### config.mk
export PLATFORM = sky130hd
export DESIGN_NAME = window_shift
export DESIGN_NICKNAME = d
export VERILOG_FILES = /design/src/rtl/window_shift.sv
export SDC_FILE = /design/constraint.sdc
export NUM_CORES = 1
export LEC_CHECK = 0
export CAP_MARGIN = 10
export CORE_AREA = 3 3 182 184
export CTS_CLUSTER_DIAMETER = 80
export DETAILED_ROUTE_END_ITERATION = 10
export DIE_AREA = 0 0 185 187
export GPL_TIMING_DRIVEN = 0
export PLACE_DENSITY = 0.52
export SYNTH_ARGS = -nofsm -noshare
export SYNTH_HDL_FRONTEND = slang
export SYNTH_SLANG_ARGS = --single-unit
### constraint.sdc
create_clock -name clk -period 3 [get_ports clk]
set_input_delay 0.6 -clock clk [delete_from_list [all_inputs] [get_ports clk]]
set_output_delay 0.6 -clock clk [all_outputs]
set_load 0.05 [all_outputs]
### src/rtl/window_shift.sv
// -----------------------------------------------------------------------------
// window_shift
//
// Sliding FxF window generator for a raster-ordered 8-bit image. F row
// buffers hold the rows under the window; the window is presented to the
// downstream convolver (window_valid) and advanced each time it pulses
// shift_buffer. Moving down one image row reloads the oldest row buffer
// in place and rotates the logical top-row pointer instead of copying data.
//
// Parameters:
//   IMAGE_WIDTH   pixels per image row
//   IMAGE_HEIGHT  rows per frame
//   FILTER_SIZE   window edge F
//
// Ports:
//   clk           clock, rising edge
//   rst           asynchronous active-low reset
//   pix_in        8-bit unsigned pixel, raster order
//   pix_valid     pix_in valid (transfer when pix_valid && pix_ready)
//   pix_ready     block accepts a pixel this cycle
//   window_out    F*F bytes, element (i,j) at bits [(i*F+j)*8 +: 8]
//   window_valid  window_out valid and stable
//   shift_buffer  one-cycle pulse: current window consumed
//   frame_done    one-cycle pulse after the last window of a frame
//   err           sticky protocol error flag
//
// Optional feature: define WINDOW_PROTOCOL_CHECK_EN to enable the sticky
// protocol checker on err. Without it err is tied to 0.
// -----------------------------------------------------------------------------
module window_shift #(
    parameter int IMAGE_WIDTH  = 5,
    parameter int IMAGE_HEIGHT = 5,
    parameter int FILTER_SIZE  = 3
) (
    input  logic                                 clk,
    input  logic                                 rst,
    input  logic [7:0]                           pix_in,
    input  logic                                 pix_valid,
    output logic                                 pix_ready,
    output logic [FILTER_SIZE*FILTER_SIZE*8-1:0] window_out,
    output logic                                 window_valid,
    input  logic                                 shift_buffer,
    output logic                                 frame_done,
    output logic                                 err
);

    localparam int OUT_W = IMAGE_WIDTH - FILTER_SIZE + 1;
    localparam int OUT_H = IMAGE_HEIGHT - FILTER_SIZE + 1;
    localparam int CW    = (IMAGE_WIDTH > 1)  ? $clog2(IMAGE_WIDTH)  : 1;
    localparam int RW    = (IMAGE_HEIGHT > 1) ? $clog2(IMAGE_HEIGHT) : 1;
    localparam int FW    = (FILTER_SIZE > 1)  ? $clog2(FILTER_SIZE)  : 1;

    localparam logic [CW-1:0] COL_END   = CW'(IMAGE_WIDTH - 1); // last pixel of a row
    localparam logic [CW-1:0] COL_LAST  = CW'(OUT_W - 1);       // last window column
    localparam logic [RW-1:0] WROW_LAST = RW'(OUT_H - 1);       // last window row
    localparam logic [FW-1:0] ROW_END   = FW'(FILTER_SIZE - 1); // last row buffer

    typedef enum logic [2:0] {
        FILL,
        EMIT,
        SLIDE,
        LOAD_ROW,
        DONE
    } state_t;

    state_t state, state_next;

    logic [7:0]    rowbuf [FILTER_SIZE][IMAGE_WIDTH];
    logic [FW-1:0] top;       // row buffer holding window row 0
    logic [CW-1:0] col;       // window column position
    logic [RW-1:0] wrow;      // image row at top of window
    logic [FW-1:0] load_row;  // row buffer being filled during FILL
    logic [CW-1:0] load_col;  // pixel column being loaded

    // ---------------------------------------------------------------- state
    // NOTE: sequential state uses non-blocking assignments so every register
    // samples pre-edge values regardless of statement order.
    always_ff @(posedge clk or negedge rst) begin
        if (!rst) state <= FILL;
        else      state <= state_next;
    end

    // NOTE: every output of this block gets a default before the case so no
    // path leaves a signal unassigned, which would otherwise infer a latch.
    always_comb begin
        state_next   = state;
        pix_ready    = 1'b0;
        window_valid = 1'b0;
        frame_done   = 1'b0;
        case (state)
            FILL: begin
                pix_ready = 1'b1;
                if (pix_valid && load_col == COL_END && load_row == ROW_END)
                    state_next = EMIT;
            end
            EMIT: begin
                window_valid = 1'b1;
                if (shift_buffer) begin
                    if (col != COL_LAST)        state_next = SLIDE;
                    else if (wrow != WROW_LAST) state_next = LOAD_ROW;
                    else                        state_next = DONE;
                end
            end
            SLIDE: state_next = EMIT;
            LOAD_ROW: begin
                pix_ready = 1'b1;
                if (pix_valid && load_col == COL_END)
                    state_next = EMIT;
            end
            DONE: begin
                frame_done = 1'b1;
                state_next = FILL;
            end
            default: state_next = FILL;
        endcase
    end

    // ------------------------------------------------------------- datapath
    // Pixels are only written in FILL/LOAD_ROW (pix_ready=1), so window_out
    // cannot change while EMIT holds window_valid high.
    // NOTE: the row buffers are small register arrays and must read back as
    // zero after reset, so they are cleared in the reset branch; a RAM-based
    // buffer would not be reset this way.
    always_ff @(posedge clk or negedge rst) begin
        if (!rst) begin
            top      <= '0;
            col      <= '0;
            wrow     <= '0;
            load_row <= '0;
            load_col <= '0;
            for (int r = 0; r < FILTER_SIZE; r++)
                for (int c = 0; c < IMAGE_WIDTH; c++)
                    rowbuf[r][c] <= '0;
        end else begin
            case (state)
                FILL: if (pix_valid) begin
                    rowbuf[load_row][load_col] <= pix_in;
                    if (load_col == COL_END) begin
                        load_col <= '0;
                        if (load_row == ROW_END) begin
                            load_row <= '0;
                            top      <= '0;
                            col      <= '0;
                            wrow     <= '0;
                        end else begin
                            load_row <= load_row + FW'(1);
                        end
                    end else begin
                        load_col <= load_col + CW'(1);
                    end
                end
                EMIT: if (shift_buffer) begin
                    if (col != COL_LAST)        col <= col + CW'(1);
                    else if (wrow != WROW_LAST) col <= '0;
                end
                LOAD_ROW: if (pix_valid) begin
                    // The oldest row (at top) is overwritten with the new bottom row.
                    rowbuf[top][load_col] <= pix_in;
                    if (load_col == COL_END) begin
                        load_col <= '0;
                        top      <= (top == ROW_END) ? '0 : top + FW'(1);
                        wrow     <= wrow + RW'(1);
                    end else begin
                        load_col <= load_col + CW'(1);
                    end
                end
                DONE: begin
                    top      <= '0;
                    col      <= '0;
                    wrow     <= '0;
                    load_row <= '0;
                    load_col <= '0;
                end
                default: ;
            endcase
        end
    end

    // ----------------------------------------------------------- window mux
    // Window row i lives in row buffer (top+i) mod F.
    always_comb begin
        logic [FW:0]   rsum;
        logic [FW-1:0] rsel;
        logic [CW-1:0] csel;
        window_out = '0;
        rsum       = '0;
        rsel       = '0;
        csel       = '0;
        for (int i = 0; i < FILTER_SIZE; i++) begin
            rsum = {1'b0, top} + (FW+1)'(i);
            if (rsum >= (FW+1)'(FILTER_SIZE))
                rsum = rsum - (FW+1)'(FILTER_SIZE);
            rsel = rsum[FW-1:0];
            for (int j = 0; j < FILTER_SIZE; j++) begin
                csel = col + CW'(j);
                window_out[(i*FILTER_SIZE+j)*8 +: 8] = rowbuf[rsel][csel];
            end
        end
    end

    // ------------------------------------------------------ protocol check
`ifdef WINDOW_PROTOCOL_CHECK_EN
    always_ff @(posedge clk or negedge rst) begin
        if (!rst)
            err <= 1'b0;
        else if ((shift_buffer && !window_valid) || (pix_valid && state == EMIT))
            err <= 1'b1;
    end
`else
    assign err = 1'b0;
`endif

endmodule

Word level (Yosys, flattened, before mapping):

Cells that the tools add are included.

* muxes and demuxes: 83
* $lt $le $gt $ge: 15
* $add $sub $neg: 11
* bitwise logic cells: 9
* reduce and logical (&&, ||, !) cells: 18
* equality and inequality tests: 19

Operators with widths (count)
* $mux 40: 8
* $bmux 40 s2: 3
* $bwmux 120: 2
* $mux 120: 2
* $pmux 120 s2: 1
* $bmux 8 s3: 9
* $demux 40 s2: 2
* $mux 8: 19
* $mux 3: 15
* $demux 8 s3: 1
* $mux 2: 12
* $pmux 3 s3: 2
* $ge 4x4->1 const B: 4
* $ne 2x2->1 const B: 8
* $not 3->4: 4
* $ge 3x3->1 const B: 5
* $not 2->3: 5
* $pmux 3 s4: 1
* $reduce_and 6->1: 2
* $add 3x1->3 const B: 3
* $reduce_and 3->1: 3
* $eq 3x2->1 const B: 2
* $eq 3x3->1 const B: 2
* $ge 3x2->1 const B: 2
* 23 further kinds: 38

* input port bits: 12
* output and inout port bits: 76
* register bits after elaboration: 136
* word-level logic and storage cells: 176

Depth between registers and ports, before layout:

Gate-level depths: netlist of the first run.

* word-level depth: 10
* depth in mapped cells: 10

Worst setup path before layout of the first run:

No wires, ideal clock.

* path kind: register to output
* start: register top[0]
* end: output port window_out[32]
* setup slack: -0.350 ns
* path buffers: 3
* cell stages (with the launch flop): 8
* arrival time: 2.750 ns
* data required time: 2.400 ns
* cells stage by stage: dfrtp_1 inv_1 ha_1 buf_2 clkbuf_1 clkbuf_1 mux4_2 o221ai_1

* word-level cells in the longest chain between the ends: 10

Ends and longest elaborated chain
* start, declared: line 69 `logic [FW-1:0] top;`
* start signal, assigned: line 161 `top <= (top == ROW_END) ? '0 : top + FW'(1);`
* $add 2x1->3 *: line 190 `rsum = {1'b0, top} + (FW+1)'(i);`
* $ge 3x2->1 or $sub 2x2->2 (tied branches): line 191, 192
* $mux 2 *: line 191 `if (rsum >= (FW+1)'(FILTER_SIZE))`
* $not 2->3 (not written as such) *: line 196 `window_out[(i*FILTER_SIZE+j)*8 +: 8] = rowbuf[rsel][csel];`
* $bmux 40 s2 *: line 196
* $mux 40 (not written as such) * (2 in a row): line 196
* $bmux 8 s3 *: line 196
* $mux 8 (not written as such) * (2 in a row): line 196
* end, declared: line 40 `output logic [FILTER_SIZE*FILTER_SIZE*8-1:0] window_out,`

Mark *: on every way between the ends. The rest lies on a longest branch, timed or not. The select of a mux whose other input is x is not followed.

Worst setup path in the final report of the first run:

* start: register top[1]
* end: output port window_out[55]

* word-level cells in the longest chain between the ends: 10

Ends and longest elaborated chain (line)
* $add 2x2->3 *: 190
* $ge 3x2->1 or $sub 2x2->2 (tied branches): 191, 192
* $mux 2 *: 191
* $not 2->3 (not written as such) *: 196
* $bmux 40 s2 *: 196
* $mux 40 (not written as such) * (2 in a row): 196
* $bmux 8 s3 *: 196
* $mux 8 (not written as such) * (2 in a row): 196

Marks and branches as above.

==> impl_metrics.yaml, run 1 <==
setup_path:
  cp-end-kind: "primary output"
  worstPathRequired_ns: 2.40
  critical_path_class: "flip-flop to primary output"
  slowest_stage: "mux4_2"
  critPathLaunch: "top[1]$_DFFE_PN0P_"
  cp_num_buf_inv: 5
  reg2reg_from: "state[0]$_DFFE_PN0P_"
  arrival_ns: 2.79
  cp_cell_sequence: "buf_6 > ha_4 > buf_12 > buf_12 > buf_4 > mux2i_1 > mux4_2 > nor2_1 > a221o_1 > buf_6"
  cp-start-kind: "flip-flop"
  crit_fanout: 8
  cpLargestDelayFamily: "buffers and inverters"
  max_stage_delay_ns: 0.55
floorplanning:
  rows: 65
  start_util_pct: 36.0
  pin_count: 88
  die_w_um: 185
  core-area_um2: 31600
  die_area_um2: 34600
  dieHeight_um: 187
timing:
  period_share_pct: 113
  rsz0062_at_grt: "yes"
  finalCriticalPeriod_ns: 3.39
  worst_slack_ns: -0.392
  whs_ns: 0.0838
  slew_headroom_pct: 28.9
  setup_viol: 72
  fin_skew_ns: 0.0147
  finalMaxSlewViolations: 0
  hold_viol: 0
  fmax_mhz: 295
  finalSetupTns_ns: -21.43
  tightestPinTransition_ns: 1.06
place:
  port_buffers: 86
  gp_congestion: 1.00
  place_hpwl_mm: 37.0
synth:
  synth-seq-area-share_pct: 30.0
  syn_area_per_cell_um2: 11.0
  yosysTopAreaCellShare_pct: 30.0
  yosys_warnings: 0
  ys.flop_type: "dfrtp_1"
  synth_edf_count: 0
  syn-cell-area_um2: 11300
  synth.area.top_cells: "dfrtp_1 30%, mux2_2 17%, mux4_2 13%, mux2i_1 6.9%, nand2b_1 3.7%"
  synthCells: 1031
  synth.largest_area_cell: "dfrtp_1"
  ys_types: 56
  ys_ff_latch: 136
  async_flop_share_pct: 100
  syn-num-nets: 1054
drt:
  ant_nets: 0
  drt_iter0_markers: 1392
  wirelength_mm: 52.0
  num_vias: 10766
  routedWlPerCell_um: 31.9
  first_pass_iters: 7
  drc: 0
  avgViaCountPerCell: 6.61
clock_tree:
  clkTransAtPathRegs_ns: 0.06
  cts-buffers-inserted: 17
  cts_root_buf: "clkbuf_16"
  clock-sinks: 136
  clockBufferDepth: 2
  clk_latency_ns: 0.45
  cts_tree: "built"
  cts-htree-levels: 4
final_layout:
  mostFrequentLayoutCells: "156 x mux2_2, 134 x dfrtp_1, 85 x buf_6"
  final_core_util_pct: 52.3
  final_common_cell: "mux2_2"
  num_antenna_cells: 0
  syn_to_final_growth_pct: 45.5
  nets: 1237
  n_fill_cell: 2756
  drive_gt1_share_pct: 56.7
job:
  drv_cap: 0
status:
  status: "finished with violations"
  failed_checks: "setup timing"
global_route:
  grt_max_degree: 90
  grt_pass1_vias: 10358
  overflow: 0
  antenna_found_initial: 0
  grt_first_pass_wirelength_mm: 71.6
  grt_usage_pct: 28.6
min_path:
  hold_path_class: "primary input to asynchronous set/reset pin"
-- registers in the layout, indices dropped and copies added, names as in the netlist --
| signal | count |
|---|---|
| wrow | 3 |
| state | 3 |
| load_col | 3 |
| load_row | 2 |
| rowbuf | 120 |
| top | 2 |
| col | 3 |
-- through the flow --
stage	std cells	area (um^2)	worst slack, ns
CTS	1589	15500	-0.344
global placement	1519	12900	-4.56
finish	1628	16500	-0.392
global route	1628	16500	-0.438
floorplan	1031	11600	-0.0435
detailed placement	1520	12900	-1.63
-- worst paths after layout --
check	end	slack [ns]	cells after the start
max	window_out[55]	-0.39	10
min	rowbuf[84]$_DFFE_PN0P_	0.08	1
max reg2reg	rowbuf[113]$_DFFE_PN0P_	0.47	5
min reg2reg	load_row[0]$_DFFE_PN0P_	0.52	2
max in group asynchronous	col[1]$_DFFE_PN0P_	2.06	2
min in group clk	load_row[0]$_DFFE_PN0P_	0.52	2
-- layer usage --
metal	up-vias	part of all wire, %	GRT usage (%)
met5	-	0	0
met4	0	5.2	13.1
met3	160	9.4	5.48
met2	698	46	44.6
met1	5529	40	38.4
li1	4379	-	-
-- layout make-up --
cell class	instances	area [um^2]	share of cell area [%]
buffer	97	1170	7.11
clock buffer	18	429	2.60
timing repair buffer	167	1870	11.3
sequential	136	3410	20.6
multi-input combinational	787	8930	54.1
clock inverter	13	148	0.895
inverter	8	47.5	0.288
tap	402	503	3.05
-- logic make-up (layout without fill, tap and decap cells) --
family | Yosys count | after routing | synth area share (%)
compound gates | 223 | 223 | 14.9
xor+xnor | 4 | 4 | 0.375
fa+ha+maj | 11 | 11 | 1.21
buf+inv | 108 | 303 | 4.16
flops | 136 | 136 | 30.0
mux | 314 | 314 | 36.9
other cells | 1 | 1 | 0.0331
simple gates | 234 | 234 | 12.5
-- synthesized netlist by cell type (all sizes together) (2+ instances only) --
master,number
xor2,2
mux2i,80
nand2,17
and2,2
nor3b,27
dfrtp,136
buf,45
nand3b,3
o22a,7
nor2b,6
o21bai,8
mux2,170
o22ai,24
nor2,77
a31o,2
nand4b,2
and3b,2
a21o,17
a21oi,29
a221o,10
clkbuf,55
a221oi,14
xnor2,2
and3,2
inv,8
o221ai,13
nor4,6
nand3,6
ha,11
nor3,12
nand2b,67
a211oi,30
a22oi,20
mux4,64
a211o,40
o21ai,5
-- repair_timing --
action,CTS,global route
setup endpoints to repair,74,72
gates resized for setup,846,124
endpoints found under the hold margin,0,0
setup buffers,33,33
pin swaps,55,79
hold buffers,0,0
gates cloned,5,10
Power of run 1 is not shown: default switching activity piles up to over one toggle a cycle in this logic, so the estimate is an artifact.
==> run 2, diff against run 1 <==
Settings changed: GPL_TIMING_DRIVEN 0 to default.
==> run 2 against run 1 <==
  * First-iteration DRC count is 38% lower
  * Sequential cell count is the same
  * Hold slack improved by 0.082 ns
  * Clock skew shrank 0.0017 ns
  * Die area unchanged
  * The flow still finishes with violations (setup timing)
  * Via count fell by 6.0%
  * Sequential share of layout area decreased by 0.66 points
  * Critical path depth fell by 1
  * Global-route usage is 3.8 points lower
  * Setup slack gained 0.12 ns
  * Register-to-register slack worse by 0.06 ns
==> impl_metrics.yaml, run 2 (same netlist as run 1, synthesis figures left out) <==
drt:
  ant_nets: 0
  first_pass_iters: 7
  drt_iter0_markers: 860
  wirelength_mm: 44.4
  drc: 0
  routedWlPerCell_um: 27.6
  avgViaCountPerCell: 6.27
  num_vias: 10121
final_layout:
  num_antenna_cells: 0
  n_fill_cell: 2624
  regMostFlops: "rowbuf"
  syn_to_final_growth_pct: 50.3
  largest_register_ffs: 120
  final_common_cell: "mux2_2"
  drive_gt1_share_pct: 58.2
  nets: 1221
  mostFrequentLayoutCells: "142 x mux2_2, 135 x dfrtp_1, 86 x buf_12"
  fin_area_um2: 17100
timing:
  finalSetupTns_ns: -14.15
  finalMaxSlewViolations: 0
  slew_headroom_pct: 55.4
  worst_slack_ns: -0.270
  tightestPinTransition_ns: 0.669
  fmax_mhz: 306
  whs_ns: 0.166
  hold_viol: 0
  period_share_pct: 109
  finalCriticalPeriod_ns: 3.27
  setup_viol: 72
  fin_skew_ns: 0.0129
  rsz0062_at_grt: "yes"
clock_tree:
  clockBufferDepth: 2
  cts-buffers-inserted: 17
  cts_root_buf: "clkbuf_16"
  clkTransAtPathRegs_ns: 0.06
  cts-htree-levels: 4
  clk_latency_ns: 0.42
  clock-sinks: 136
  cts_tree: "built"
status:
  status: "finished with violations"
  failed_checks: "setup timing"
setup_path:
  critical_path_class: "flip-flop to primary output"
  cp-end-kind: "primary output"
  worstPathRequired_ns: 2.40
  crit_fanout: 8
  arrival_ns: 2.67
  cp-start-kind: "flip-flop"
global_route:
  antenna_found_initial: 0
  grt_pass1_vias: 10138
  grt_usage_pct: 24.8
  grt_max_degree: 63
  grt_first_pass_wirelength_mm: 64.9
  overflow: 0
place:
  dp_slack_ns: 0.0436
  port_buffers: 86
  placed_area_um2: 13900
  place_hpwl_mm: 26.8
  gp_congestion: 0.799
floorplanning:
  rows: 65
  pin_count: 88
  die_area_um2: 34600
  die_w_um: 185
  start_util_pct: 36.0
  core-area_um2: 31600
  dieHeight_um: 187
job:
  drv_cap: 0
min_path:
  hold_path_class: "primary input to asynchronous set/reset pin"
## run 2: cell types whose count changed in the layout (fill, tap and decap cells not counted), moves of 19 or more
cell      before  now
buf_12        28   86
buf_4         57   76
buf_6         85   44
clkbuf_1      23    1
## run 2: final cells by class
cell class	count	area, um^2	area share [%]
multi-input cells	787	8920	52.3
repair buffers	248	3600	21.1
flip-flops and latches	136	3410	20.0
well taps	402	503	2.95
clock buffers	18	429	2.52
clock inverters	14	165	0.969
inverters	8	35.0	0.205
## run 2: timing repair
item / 4_1_cts / 5_1_grt
hold buffers: 0 / 0
pin swaps: 81 / 104
buffers inserted: 37 / 30
endpoints found under the setup margin: 72 / 72
cloned: 20 / 5
resized for setup: 191 / 136
## run 2: worst max-delay path, stage by stage, from the launching register on
cell     delay, ns
dfrtp_1       0.40
buf_6         0.14
ha_4          0.23
buf_12        0.18
buf_8         0.13
mux2i_1       0.12
mux4_2        0.50
o22ai_2       0.15
a21o_1        0.21
buf_12        0.17
## run 2: stage by stage
step | util [%] | instances
4_1_cts | 51.3 | 1587
3_3_place_gp | 44.0 | 1498
3_5_place_dp | 44.0 | 1498
6_report | 54.0 | 1613
5_1_grt | 54.0 | 1613
2_1_floorplan | - | 1031
## run 2: worst paths after layout
kind,start,slack (ns),endpoint,cells past startpoint
setup reg to reg,top[0]$_DFFE_PN0P_,0.41,rowbuf[75]$_DFFE_PN0P_,11
hold / removal,rst,0.17,rowbuf[107]$_DFFE_PN0P_,1
setup / recovery,top[0]$_DFFE_PN0P_,-0.27,window_out[4],9
hold reg to reg,load_row[0]$_DFFE_PN0P_,0.52,load_row[0]$_DFFE_PN0P_,2
max in group asynchronous,rst,2.17,rowbuf[41]$_DFFE_PN0P_,2
min in group clk,load_row[0]$_DFFE_PN0P_,0.52,load_row[0]$_DFFE_PN0P_,2
## run 2: routing by layer
layer	GRT usage, %	vias up	share of wire, %
met3	4.63	123	6.2
met4	10.7	0	4.8
met2	39.1	413	47
met5	0	-	0
met1	33.2	5231	42
li1	-	4354	-
Power of run 2 is left out for the same reason.
==> run 3, diff against run 2 <==
Settings changed: CORE_AREA 3 3 182 184 to 3 3 180 182, DIE_AREA 0 0 185 187 to 0 0 183 185, PLACE_DENSITY 0.52 to 0.53.
==> run 3 against run 2 <==
  * The run still ends with setup timing left
  * Setup slack got worse by 0.038 ns
  * Design area fell by 2.6%
  * Sequential share of layout area grew 0.55 points
  * Count of clock-buffer cells in the layout rose by 2
  * Global-route usage is 0.43 points lower
  * Non-clock buffer count fell by 22
  * Core utilization about the same
  * Maximum frequency shrank 1.1%
  * Die area is 2.1% lower
  * Via count is 1.6% lower
  * Critical endpoint is now window_out[17]
  * Highest routed layer unchanged
==> impl_metrics.yaml, run 3 (same netlist as run 1, synthesis figures left out) <==
setup_path:
  critical_path_class: "flip-flop to primary output"
  crit_fanout: 10
  cp_cell_sequence: "buf_6 > buf_6 > ha_4 > buf_12 > nand2b_1 > mux4_2 > o22ai_1 > a21o_1 > buf_12"
  max_stage_delay_ns: 0.50
  arrival_ns: 2.71
  cp-start-kind: "flip-flop"
  worstPathRequired_ns: 2.40
  reg2reg_from: "state[0]$_DFFE_PN0P_"
  cp-end-kind: "primary output"
  cpLargestDelayFamily: "buffers and inverters"
  slowest_stage: "mux4_2"
  critPathLaunch: "top[0]$_DFFE_PN0P_"
  cp_num_buf_inv: 4
place:
  place_hpwl_mm: 26.8
  dp_cells: 1496
  gp_congestion: 0.838
  port_buffers: 86
clock_tree:
  clock-sinks: 136
  cts_root_buf: "clkbuf_16"
  cts-htree-levels: 4
  clkTransAtPathRegs_ns: 0.07
  clk_latency_ns: 0.43
  cts_tree: "built"
  cts-buffers-inserted: 17
  clockBufferDepth: 2
job:
  drv_cap: 0
drt:
  first_pass_iters: 5
  wirelength_mm: 43.1
  num_vias: 9960
  drt_iter0_markers: 851
  ant_nets: 0
  drc: 0
  avgViaCountPerCell: 6.29
  routedWlPerCell_um: 27.2
timing:
  setup_viol: 72
  worst_slack_ns: -0.308
  hold_viol: 0
  rsz0062_at_grt: "yes"
  fmax_mhz: 302
  slew_headroom_pct: 18.5
  fin_skew_ns: 0.00872
  finalCriticalPeriod_ns: 3.31
  period_share_pct: 110
  finalMaxSlewViolations: 0
  tightestPinTransition_ns: 1.22
final_layout:
  multi_input_area_um2: 8690
  seq_area_um2: 3410
  nets: 1199
  regMostFlops: "rowbuf"
  num_antenna_cells: 0
  mostFrequentLayoutCells: "158 x mux2_2, 134 x dfrtp_1, 95 x buf_12"
  n_fill_cell: 2645
  syn_to_final_growth_pct: 46.4
  largest_register_ffs: 120
  drive_gt1_share_pct: 56.5
  fin_cells: 1584
  final_common_cell: "mux2_2"
floorplanning:
  core-area_um2: 30700
  start_util_pct: 36.9
  die_area_um2: 33900
  dieHeight_um: 185
  die_w_um: 183
  rows: 64
  pin_count: 88
global_route:
  grt_usage_pct: 24.3
  antenna_found_initial: 1
  overflow: 0
  grt_first_pass_wirelength_mm: 62.3
  grt_pass1_vias: 9866
  grt_max_degree: 64
min_path:
  hold_path_class: "primary input to asynchronous set/reset pin"
status:
  status: "finished with violations"
  failed_checks: "setup timing"
==> run 3: cell types whose count changed in the layout (fill, tap and decap cells not counted), moves of 8 or more <==
| cell | before | now |
|---|---|---|
| mux2_4 | 28 | 12 |
| nand2b_4 | 6 | 20 |
| nand2b_1 | 61 | 47 |
| nor3b_4 | 10 | 1 |
| buf_6 | 44 | 23 |
| a21oi_2 | 15 | 7 |
| mux2_2 | 142 | 158 |
| buf_12 | 86 | 95 |
==> run 3: final timing paths <==
| check | cells after the start | to | slack, ns |
|---|---|---|---|
| min | 1 | rowbuf[77]$_DFFE_PN0P_ | 0.15 |
| max | 9 | window_out[17] | -0.31 |
| max reg2reg | 5 | rowbuf[79]$_DFFE_PN0P_ | 0.67 |
| max in group asynchronous | 2 | col[1]$_DFFE_PN0P_ | 2.03 |
| min reg2reg | 1 | wrow[0]$_DFFE_PN0P_ | 0.53 |
| min in group clk | 1 | wrow[0]$_DFFE_PN0P_ | 0.53 |
==> run 3: through the flow <==
step,area (um^2),hold slack (ns),setup WS [ns],utilization (%),setup TNS (ns)
final,16600,0.155,-0.308,54.0,-13.09
after global routing,16600,0.204,-0.369,54.0,-19.21
after CTS,15800,0.176,-0.255,51.2,-12.12
after detailed placement,14100,0.519,0.0740,45.8,0
after global placement,14100,0.500,0.0835,45.8,0
after floorplan,11600,0.304,-0.0435,-,-0.207
==> run 3: cell type report <==
cell class              count  area share [%]
multi-input cells         787            52.3
flip-flops and latches    136            20.5
repair buffers            226            20.1
well taps                 396            2.98
clock buffers              20            2.69
clock inverters            11            1.18
inverters                   8           0.181
==> run 3: timing repair <==
action                                  4_1_cts  5_1_grt
endpoints found under the setup margin       73       72
gates resized for setup                     129      103
setup buffers                                21       20
hold buffers                                  0        0
cloned                                        8       10
pin swaps                                    52       38
==> run 3: per-layer routing <==
| metal | share of wire [%] | track usage (%) | up-vias | wire length, um |
|---|---|---|---|---|
| met4 | 3.3 | 8.71 | 0 | 1420 |
| met1 | 43 | 33.2 | 5103 | 18500 |
| li1 | - | - | 4295 | - |
| met3 | 7.1 | 5.03 | 85 | 3050 |
| met2 | 47 | 38.6 | 477 | 20100 |
| met5 | 0 | 0 | - | 0 |
Power of run 3 is left out for the same reason.
